[src/rtl/vga_pkg.sv]
// Shared constants and types for the VGA canvas controller.
package vga_pkg;

    // Default 800x600 @ 60 Hz timing (40 MHz pixel clock)
    localparam int H_SYNC_DEF   = 128;
    localparam int H_BACK_DEF   = 88;
    localparam int H_ACTIVE_DEF = 800;
    localparam int H_FRONT_DEF  = 40;
    localparam int V_SYNC_DEF   = 4;
    localparam int V_BACK_DEF   = 23;
    localparam int V_ACTIVE_DEF = 600;
    localparam int V_FRONT_DEF  = 1;

    // Counter width; wide enough for the default line/frame totals and
    // for cursor coordinates plus the cursor size without wrapping.
    localparam int CNT_W = 12;

    localparam logic [3:0] BLANK = 4'h2;
    localparam logic [3:0] FULL  = 4'hF;

    typedef enum logic {
        IDLE  = 1'b0,
        CLEAR = 1'b1
    } state_e;

endpackage

[src/rtl/vga_timing_gen.sv]
// Horizontal/vertical counters, registered syncs and frame-start pulse.
// active/h_pos/v_pos are combinational from the current counter state so the
// parent can register colour in step with the registered syncs.
module vga_timing_gen
    import vga_pkg::*;
#(
    parameter int H_SYNC   = H_SYNC_DEF,
    parameter int H_BACK   = H_BACK_DEF,
    parameter int H_ACTIVE = H_ACTIVE_DEF,
    parameter int H_FRONT  = H_FRONT_DEF,
    parameter int V_SYNC   = V_SYNC_DEF,
    parameter int V_BACK   = V_BACK_DEF,
    parameter int V_ACTIVE = V_ACTIVE_DEF,
    parameter int V_FRONT  = V_FRONT_DEF
) (
    input  logic             clk_i,
    input  logic             rst_i,
    output logic             hs_o,
    output logic             vs_o,
    output logic             frame_start_o,
    output logic             active_o,
    output logic [CNT_W-1:0] h_pos_o,
    output logic [CNT_W-1:0] v_pos_o
);

    localparam int H_LINE  = H_SYNC + H_BACK + H_ACTIVE + H_FRONT;
    localparam int V_FRAME = V_SYNC + V_BACK + V_ACTIVE + V_FRONT;

    localparam logic [CNT_W-1:0] H_LAST    = CNT_W'(H_LINE - 1);
    localparam logic [CNT_W-1:0] V_LAST    = CNT_W'(V_FRAME - 1);
    localparam logic [CNT_W-1:0] H_SYNC_C  = CNT_W'(H_SYNC);
    localparam logic [CNT_W-1:0] V_SYNC_C  = CNT_W'(V_SYNC);
    localparam logic [CNT_W-1:0] H_ACT_BEG = CNT_W'(H_SYNC + H_BACK);
    localparam logic [CNT_W-1:0] H_ACT_END = CNT_W'(H_SYNC + H_BACK + H_ACTIVE);
    localparam logic [CNT_W-1:0] V_ACT_BEG = CNT_W'(V_SYNC + V_BACK);
    localparam logic [CNT_W-1:0] V_ACT_END = CNT_W'(V_SYNC + V_BACK + V_ACTIVE);

    logic [CNT_W-1:0] h_cnt_q, h_cnt_d;
    logic [CNT_W-1:0] v_cnt_q, v_cnt_d;
    logic             hs_q, vs_q, fs_q;

    // Next counter values: h wraps each line, v advances on the h wrap
    always_comb begin
        h_cnt_d = h_cnt_q + 1'b1;
        v_cnt_d = v_cnt_q;
        if (h_cnt_q == H_LAST) begin
            h_cnt_d = '0;
            v_cnt_d = (v_cnt_q == V_LAST) ? '0 : v_cnt_q + 1'b1;
        end
    end

    // Counters plus syncs/frame-start registered one clock behind the counters
    always_ff @(posedge clk_i or posedge rst_i) begin
        if (rst_i) begin
            h_cnt_q <= '0;
            v_cnt_q <= '0;
            hs_q    <= 1'b0;
            vs_q    <= 1'b0;
            fs_q    <= 1'b0;
        end else begin
            h_cnt_q <= h_cnt_d;
            v_cnt_q <= v_cnt_d;
            hs_q    <= (h_cnt_q >= H_SYNC_C);
            vs_q    <= (v_cnt_q >= V_SYNC_C);
            fs_q    <= (h_cnt_q == '0) && (v_cnt_q == '0);
        end
    end

    assign hs_o          = hs_q;
    assign vs_o          = vs_q;
    assign frame_start_o = fs_q;
    assign active_o      = (h_cnt_q >= H_ACT_BEG) && (h_cnt_q < H_ACT_END) &&
                           (v_cnt_q >= V_ACT_BEG) && (v_cnt_q < V_ACT_END);
    assign h_pos_o       = h_cnt_q - H_ACT_BEG;
    assign v_pos_o       = v_cnt_q - V_ACT_BEG;

endmodule

[src/rtl/vga_canvas_ctrl.sv]
// Cell-bitmap canvas with cursor overlay, pen/erase writes and a column-wise
// sequenced clear, rendered over the VGA timing generator.
module vga_canvas_ctrl
    import vga_pkg::*;
#(
    parameter int H_SYNC      = H_SYNC_DEF,
    parameter int H_BACK      = H_BACK_DEF,
    parameter int H_ACTIVE    = H_ACTIVE_DEF,
    parameter int H_FRONT     = H_FRONT_DEF,
    parameter int V_SYNC      = V_SYNC_DEF,
    parameter int V_BACK      = V_BACK_DEF,
    parameter int V_ACTIVE    = V_ACTIVE_DEF,
    parameter int V_FRONT     = V_FRONT_DEF,
    parameter int CELL_LOG2   = 4,
    parameter int GRID_W      = 32,
    parameter int GRID_H      = 32,
    parameter int CURSOR_SIZE = 8
) (
    input  logic                       clkVga,
    input  logic                       iRst,
    input  logic [10:0]                iCursorX,
    input  logic [10:0]                iCursorY,
    input  logic                       iPenDown,
    input  logic                       iErase,
    input  logic                       iClear,
    output logic                       oBusy,
    output logic                       oFrameStart,
    output logic                       oHs,
    output logic                       oVs,
    output logic [3:0]                 oRed,
    output logic [3:0]                 oGreen,
    output logic [3:0]                 oBlue,
    output logic [GRID_W*GRID_H-1:0]   oImage
);

    localparam int N_CELLS = GRID_W * GRID_H;
    localparam int IDX_W   = (N_CELLS > 1) ? $clog2(N_CELLS) : 1;
    localparam int COL_W   = (GRID_W > 1) ? $clog2(GRID_W) : 1;
    localparam logic [COL_W-1:0] COL_LAST = COL_W'(GRID_W - 1);

    logic             active;
    logic [CNT_W-1:0] h_pos, v_pos;

    logic [10:0]        cur_x_q, cur_y_q;
    state_e             state_q, state_d;
    logic [COL_W-1:0]   col_q, col_d;
    logic [N_CELLS-1:0] image_q, image_d;
    logic [3:0]         red_q, red_d, green_q, green_d, blue_q, blue_d;

    logic [10:0]      cell_x, cell_y;
    logic             cell_valid;
    logic [IDX_W-1:0] cell_idx;

    logic [CNT_W-1:0] cur_x_ext, cur_y_ext;
    logic [CNT_W-1:0] pix_cx, pix_cy;
    logic             in_cursor, in_canvas;
    logic [IDX_W-1:0] pix_idx;

    vga_timing_gen #(
        .H_SYNC   (H_SYNC),
        .H_BACK   (H_BACK),
        .H_ACTIVE (H_ACTIVE),
        .H_FRONT  (H_FRONT),
        .V_SYNC   (V_SYNC),
        .V_BACK   (V_BACK),
        .V_ACTIVE (V_ACTIVE),
        .V_FRONT  (V_FRONT)
    ) u_timing (
        .clk_i         (clkVga),
        .rst_i         (iRst),
        .hs_o          (oHs),
        .vs_o          (oVs),
        .frame_start_o (oFrameStart),
        .active_o      (active),
        .h_pos_o       (h_pos),
        .v_pos_o       (v_pos)
    );

    // Cursor is sampled once per frame so drawing and rendering never tear
    always_ff @(posedge clkVga or posedge iRst) begin
        if (iRst) begin
            cur_x_q <= '0;
            cur_y_q <= '0;
        end else if (oFrameStart) begin
            cur_x_q <= iCursorX;
            cur_y_q <= iCursorY;
        end
    end

    assign cell_x     = cur_x_q >> CELL_LOG2;
    assign cell_y     = cur_y_q >> CELL_LOG2;
    assign cell_valid = (32'(cell_x) < GRID_W) && (32'(cell_y) < GRID_H);
    assign cell_idx   = IDX_W'(int'(cell_x) * GRID_H + int'(cell_y));

    // FSM state, clear column and canvas registers
    always_ff @(posedge clkVga or posedge iRst) begin
        if (iRst) begin
            state_q <= IDLE;
            col_q   <= '0;
            image_q <= '0;
        end else begin
            state_q <= state_d;
            col_q   <= col_d;
            image_q <= image_d;
        end
    end

    // Next state: pen/erase writes in IDLE, one column wiped per clock in CLEAR
    always_comb begin
        state_d = state_q;
        col_d   = col_q;
        image_d = image_q;
        case (state_q)
            IDLE: begin
                if (cell_valid) begin
                    if (iErase)
                        image_d[cell_idx] = 1'b0;
                    else if (iPenDown)
                        image_d[cell_idx] = 1'b1;
                end
                if (iClear) begin
                    state_d = CLEAR;
                    col_d   = '0;
                end
            end
            CLEAR: begin
                for (int r = 0; r < GRID_H; r++)
                    image_d[IDX_W'(int'(col_q) * GRID_H + r)] = 1'b0;
                col_d = col_q + 1'b1;
                if (col_q == COL_LAST)
                    state_d = IDLE;
            end
            default: state_d = IDLE;
        endcase
    end

    assign cur_x_ext = CNT_W'(cur_x_q);
    assign cur_y_ext = CNT_W'(cur_y_q);
    assign in_cursor = (h_pos >= cur_x_ext) && (h_pos <= cur_x_ext + CNT_W'(CURSOR_SIZE)) &&
                       (v_pos >= cur_y_ext) && (v_pos <= cur_y_ext + CNT_W'(CURSOR_SIZE));
    assign pix_cx    = h_pos >> CELL_LOG2;
    assign pix_cy    = v_pos >> CELL_LOG2;
    assign in_canvas = (32'(pix_cx) < GRID_W) && (32'(pix_cy) < GRID_H);
    assign pix_idx   = IDX_W'(int'(pix_cx) * GRID_H + int'(pix_cy));

    // Colour priority: blanking, cursor, set cell, background
    always_comb begin
        red_d   = FULL;
        green_d = FULL;
        blue_d  = FULL;
        if (!active) begin
            red_d   = BLANK;
            green_d = BLANK;
            blue_d  = BLANK;
        end else if (in_cursor) begin
            red_d   = (!iErase && !iPenDown) ? FULL : 4'h0;
            green_d = (!iErase && iPenDown) ? FULL : 4'h0;
            blue_d  = iErase ? FULL : 4'h0;
        end else if (in_canvas && image_q[pix_idx]) begin
            green_d = 4'h0;
        end
    end

    // Colour registered so it lines up with the registered syncs
    always_ff @(posedge clkVga or posedge iRst) begin
        if (iRst) begin
            red_q   <= '0;
            green_q <= '0;
            blue_q  <= '0;
        end else begin
            red_q   <= red_d;
            green_q <= green_d;
            blue_q  <= blue_d;
        end
    end

    assign oRed   = red_q;
    assign oGreen = green_q;
    assign oBlue  = blue_q;
    assign oImage = image_q;
    assign oBusy  = (state_q == CLEAR);

endmodule
[config.mk]
export PLATFORM = sky130hd
export DESIGN_NAME = vga_canvas_ctrl
export DESIGN_NICKNAME = d
export VERILOG_FILES = /design/src/rtl/vga_pkg.sv /design/src/rtl/vga_timing_gen.sv /design/src/rtl/vga_canvas_ctrl.sv
export SDC_FILE = /design/constraint.sdc
export NUM_CORES = 2
export LEC_CHECK = 0
export ABC_AREA = 1
export BUFFER_PORTS_ARGS = -buffer_cell sky130_fd_sc_hd__buf_2
export CAP_MARGIN = 20
export CORE_AREA = 3 3 411 413
export CTS_BUF_LIST = sky130_fd_sc_hd__clkbuf_16
export DETAILED_ROUTE_END_ITERATION = 12
export DIE_AREA = 0 0 414 416
export PLACE_DENSITY_LB_ADDON = 0.08
export SETUP_SLACK_MARGIN = 0.5
export SLEW_MARGIN = 15
export SYNTH_ARGS = -nofsm -noshare
export SYNTH_HDL_FRONTEND = slang
export SYNTH_SLANG_ARGS = --single-unit
export TNS_END_PERCENT = 30
[constraint.sdc]
create_clock -name clkVga -period 43.2 [get_ports clkVga]
set_input_delay 4.32 -clock clkVga [delete_from_list [all_inputs] [get_ports clkVga]]
set_output_delay 4.32 -clock clkVga [all_outputs]
set_load 0.05 [all_outputs]
# After elaboration in Yosys (flattened, before gate mapping)

Index checks and enable logic that the tools add are counted.

Add/subtract/negate cells: 40
Reduce and logical (&&, ||, !) cells: 50
Bitwise operators: 68
Eq/ne operators: 6
Div/mod/pow operators: 0
Shifts and indexed selects: 0
Multiply operators: 0
Mux-type cells: 89
Magnitude comparators: 81

Operators by type and width:

| kind                                                                                  | number |
|---|---|
| 1024-bit AND                                                                          | 33 |
| 1024-bit inverter                                                                     | 32 |
| 1024-bit two-way mux                                                                  | 3 |
| 1024-bit one-hot mux with 2 select lines                                              | 1 |
| 993-bit inverter with 1024-bit output                                                 | 1 |
| 1024-bit bitwise OR                                                                   | 1 |
| 10-bit by 12-bit less-than comparator with 1-bit output (second input constant)       | 32 |
| 10-bit by 1-bit greater-or-equal comparator with 1-bit output (second input constant) | 33 |
| 1-bit demux with 10-bit select                                                        | 32 |
| 10-bit by 5-bit adder with 10-bit output (second input constant)                      | 16 |
| 10-bit by 4-bit adder with 10-bit output (second input constant)                      | 8 |
| 1-bit logical AND                                                                     | 45 |
| 10-bit by 3-bit adder with 10-bit output (second input constant)                      | 4 |
| 4-bit two-way mux                                                                     | 10 |
| 1-bit two-way mux                                                                     | 36 |
| 11-bit by 4-bit adder with 12-bit output (second input constant)                      | 2 |
| 12-bit by 1-bit adder with 12-bit output (second input constant)                      | 2 |
| 12-bit by 11-bit greater-or-equal comparator with 1-bit output                        | 2 |
| 12-bit by 8-bit greater-or-equal comparator with 1-bit output (second input constant) | 2 |
| 12-bit less-or-equal comparator                                                       | 2 |
| 12-bit logical NOT                                                                    | 2 |
| 12-bit by 10-bit less-than comparator with 1-bit output (second input constant)       | 2 |
| 12-bit two-way mux                                                                    | 2 |
| 10-bit by 11-bit less-than comparator with 1-bit output (second input constant)       | 2 |
| 24 further kinds                                                                      | 29 |

Register bits after elaboration: 1,091
Input port bits: 27
Logic and storage cells: 347
Output and inout port bits: 1,040
Latch bits: 0
Memory bits (read-only): 0
Memory bits (writable): 0
Memories kept: 0

# Logic depth before layout (Yosys ltp)

Depth in word-level cells: 38
Gate-level depth with buffers: 23
Depth with buffers taken out: 21

# By module

Synthesis repeated with hierarchy kept, for this count alone.

Cells, all modules: 8,457
Area total of the unflattened synthesis: 61,770.5 µm²

Modules (own cells, without submodules):

| module          | area each (µm²) | times used | cells each | seq. area each (µm²) |
|---|---|---|---|---|
| vga_canvas_ctrl | 59,859.9        | 1          | 8,193      | 26,475.4 |
| vga_timing_gen  | 1,910.6         | 1          | 264        | 675.6 |

# Least setup slack after synthesis

No wires, ideal clock.

Kind: in2reg
Start point: input port iErase
End point: register (tool-made name)
Setup time: 0.082 ns
Stages on the path: 9
Data required time: 43.118 ns
Path slack: 37.056 ns
Arrival time: 6.062 ns
Path buffers: 2
Cell sequence: or2_2 > nand4_1 > nor2_1 > clkinv_1 > clkbuf_1 > nor2_1 > clkbuf_1 > a21oi_1 > a31oi_1

RTL lines:

| element     | RTL line              | text |
|---|---|---|
| from (decl) | vga_canvas_ctrl.sv:24 | `input logic iErase,` |

==> impl_metrics.yaml <==
status:
  outcome: "complete, no violations"
timing:
  slew_headroom_pct: 11.47
  rsz0062_at_grt: "no"
  finalSetupViolations: 0
  worst_slew_pin_slew_ns: 1.328
  period_needed_ns: 8.207
  slew_violations: 0
  timing.fmax_mhz: 121.9
  finClkSkew_ns: 0.02539
  fin_setup_tns_ns: 0
  period_share_pct: 19.00
  finalHoldViolCount: 0
worst_setup_path:
  arrival_ns: 8.87
  crit_type: "input port to register"
  cp.required_ns: 43.86
  start_kind: "input port"
  worstSetupEndpointType: "register"
  critPathMaxFanout: 90
yosys:
  synth_fp_nets: 8780
  synth.most_common_cell: "nand2_1"
  synthTopCellsByCount: "nand2_1 (1588), nand3_1 (1417), o21ai_0 (1148), dfrtp_1 (1085), inv_1 (796)"
  synthTopCellsByArea: "dfrtp_1 (43%), nand3_1 (11%), nand2_1 (9.5%)"
  synth_area_per_cell_um2: 7.178
  synth-seq-cells: 1085
  synthDominantCellAreaShare_pct: 43.50
  synth_largest_area_cell: "dfrtp_1"
  async_flop_share_pct: 100.0
  syn_inst: 8696
  synth.distinct_cells: 49
  synth_edf_count: 0
  yosys_warnings: 0
  synth_seq_area_share_pct: 43.50
  synth_area_um2: 62420
  ys.flop_type: "dfrtp_1"
floorplanning:
  core_area_um2: 165200
  die_area_um2: 172200
  chipWidth_um: 414
  initial_utilization_pct: 37.79
  rows: 149
  die_height_um: 416
  pin_count: 1067
global_routing:
  grt_max_degree: 272
  track_usage_pct: 39.07
  grt_pass1_wl_um: 491400
  grt.overflow.total: 0
  grt_antenna_before_repair: 26
  grt_pass1_vias: 63826
clock_network:
  postCtsSetupBuffers: 0
  clockBufferDepth: 3
  clk_pin_slew_ns: 0.06
  clk_latency_ns: 0.79
  ctsHtreeMaxLevel: 4
  cts_tree: "done"
  cts_resized: 0
  cts_root_buffer: "clkbuf_16"
  clock_sinks: 1085
  cts_buffers: 136
  cts_hold_buf: 0
route:
  drcViolationCount: 0
  num_vias: 70186
  first_pass_iters: 7
  viasPerCell: 6.005
  final_antenna_net_count: 0
  drt_iter0_markers: 9384
  routedWlPerCell_um: 29.93
  routed_wl_um: 349800
layout:
  syn_to_final_growth_pct: 18.51
  drive_above_1_share_pct: 15.84
  nNetsFinal: 9463
  seq_area_um2: 27150
  multi_input_area_um2: 29840
  fin_cells: 11688
  n_fill_cell: 16928
worst_hold_path:
  hold_path.class: "register to register"
placement:
  place_inst: 11426
  dp_hpwl_um: 232500
  port_buffers: 1066
  place_congestion: 0.9377
power:
  power.density_nw_per_um2: 63.17
  vdd_ir_drop_max_v: 0.00005316
  cellLeakagePower_nw: 35.96
job:
  max_cap_viol_count: 0
==> area by class of cell <==
class	instances	area share, %
clock inverter	101	1.023
inverter	812	4.156
antenna	14	0.04736
timing repair buffer	1223	9.181
sequential	1085	36.71
tap	2189	3.703
multi-input combinational	6121	40.34
clock buffer	143	4.838
==> metrics by stage <==
stage	hold WS, ns	instance area, um^2	util [%]	total power (W)	setup slack, ns
floorplan	0.4549	62420	-	0.002869	8.334
global placement	0.4756	69380	42.01	0.003457	34.23
detailed placement	0.4927	69500	42.08	0.003500	34.28
CTS	0.5094	73840	44.70	0.004653	35.08
global route	0.5345	73950	44.77	0.004881	34.81
finish	0.5128	73970	44.78	0.004673	34.99
==> critical path: stages <==
cell and delay [ns]:
buf_8 0.23, or2_2 0.39, nand4_1 0.09, buf_4 0.66, buf_4 0.84, nor2_1 0.11
inv_2 0.08, buf_4 0.60, nor2_2 0.35, inv_1 0.62, nor2_1 0.14, o21ai_0 0.20
inv_1 0.06
==> metal layers <==
metal	global-route usage (%)	share of wire [%]	up-vias
met5	0	0.0037	-
met4	28.50	8.6	2
met3	10.77	11	922
met2	58.63	43	4289
met1	48.24	37	34210
li1	-	-	30763
==> kinds of logic (layout without fill, tap and decap cells) <==
group | count (synthesis) | after routing | synth area share (%)
multiplexers | 3 | 3 | 0.05212
adder cells (fa/ha/maj) | 57 | 57 | 1.155
AND/OR/NAND/NOR | 3759 | 3759 | 25.66
buffers and inverters | 1490 | 2279 | 9.397
AO/OA/AOI/OAI | 2263 | 2263 | 19.68
XOR/XNOR | 39 | 39 | 0.5593
flip-flops | 1085 | 1085 | 43.50
other | 0 | 14 | 0
==> cells in the final DEF (no fill, tap or decap), types with 13 or more instances in the layout <==
master and count:
a21oi_1 547, a31oi_1 394, buf_2 1065, buf_4 137
clkbuf_16 143, clkinv_1 52, clkinv_2 14, dfrtp_1 1084
diode_2 14, ha_1 55, inv_1 816, nand2_1 1586
nand3_1 1417, nand4_1 14, nor2_1 628, nor2_2 43
nor2_4 26, nor3_1 22, o211ai_1 99, o21a_1 13
o21ai_0 1148, o41ai_1 17, xor2_1 27
==> power breakdown <==
part	leakage, nW	total [W]	internal (W)	switching [W]
registers	14.0	0.00155	0.00124	0.000304
clock network	2.21	0.00116	0.000661	0.000494
logic	19.7	0.00197	0.000473	0.00150
==> final timing paths <==
path	start	to	slack, ns	depth (start not counted)
max	iErase	register	34.99	13
min	u_timing.h_cnt_q[0]	u_timing.h_cnt_q[0]	0.51	1
max reg2reg	u_timing.v_cnt_q[0]	oGreen[1]	37.18	21
min reg2reg	u_timing.h_cnt_q[0]	u_timing.h_cnt_q[0]	0.51	1
max in group asynchronous	iRst	async pin	35.49	6
min in group asynchronous	iRst	async pin	3.68	2
(Power assumes the default switching activity.)
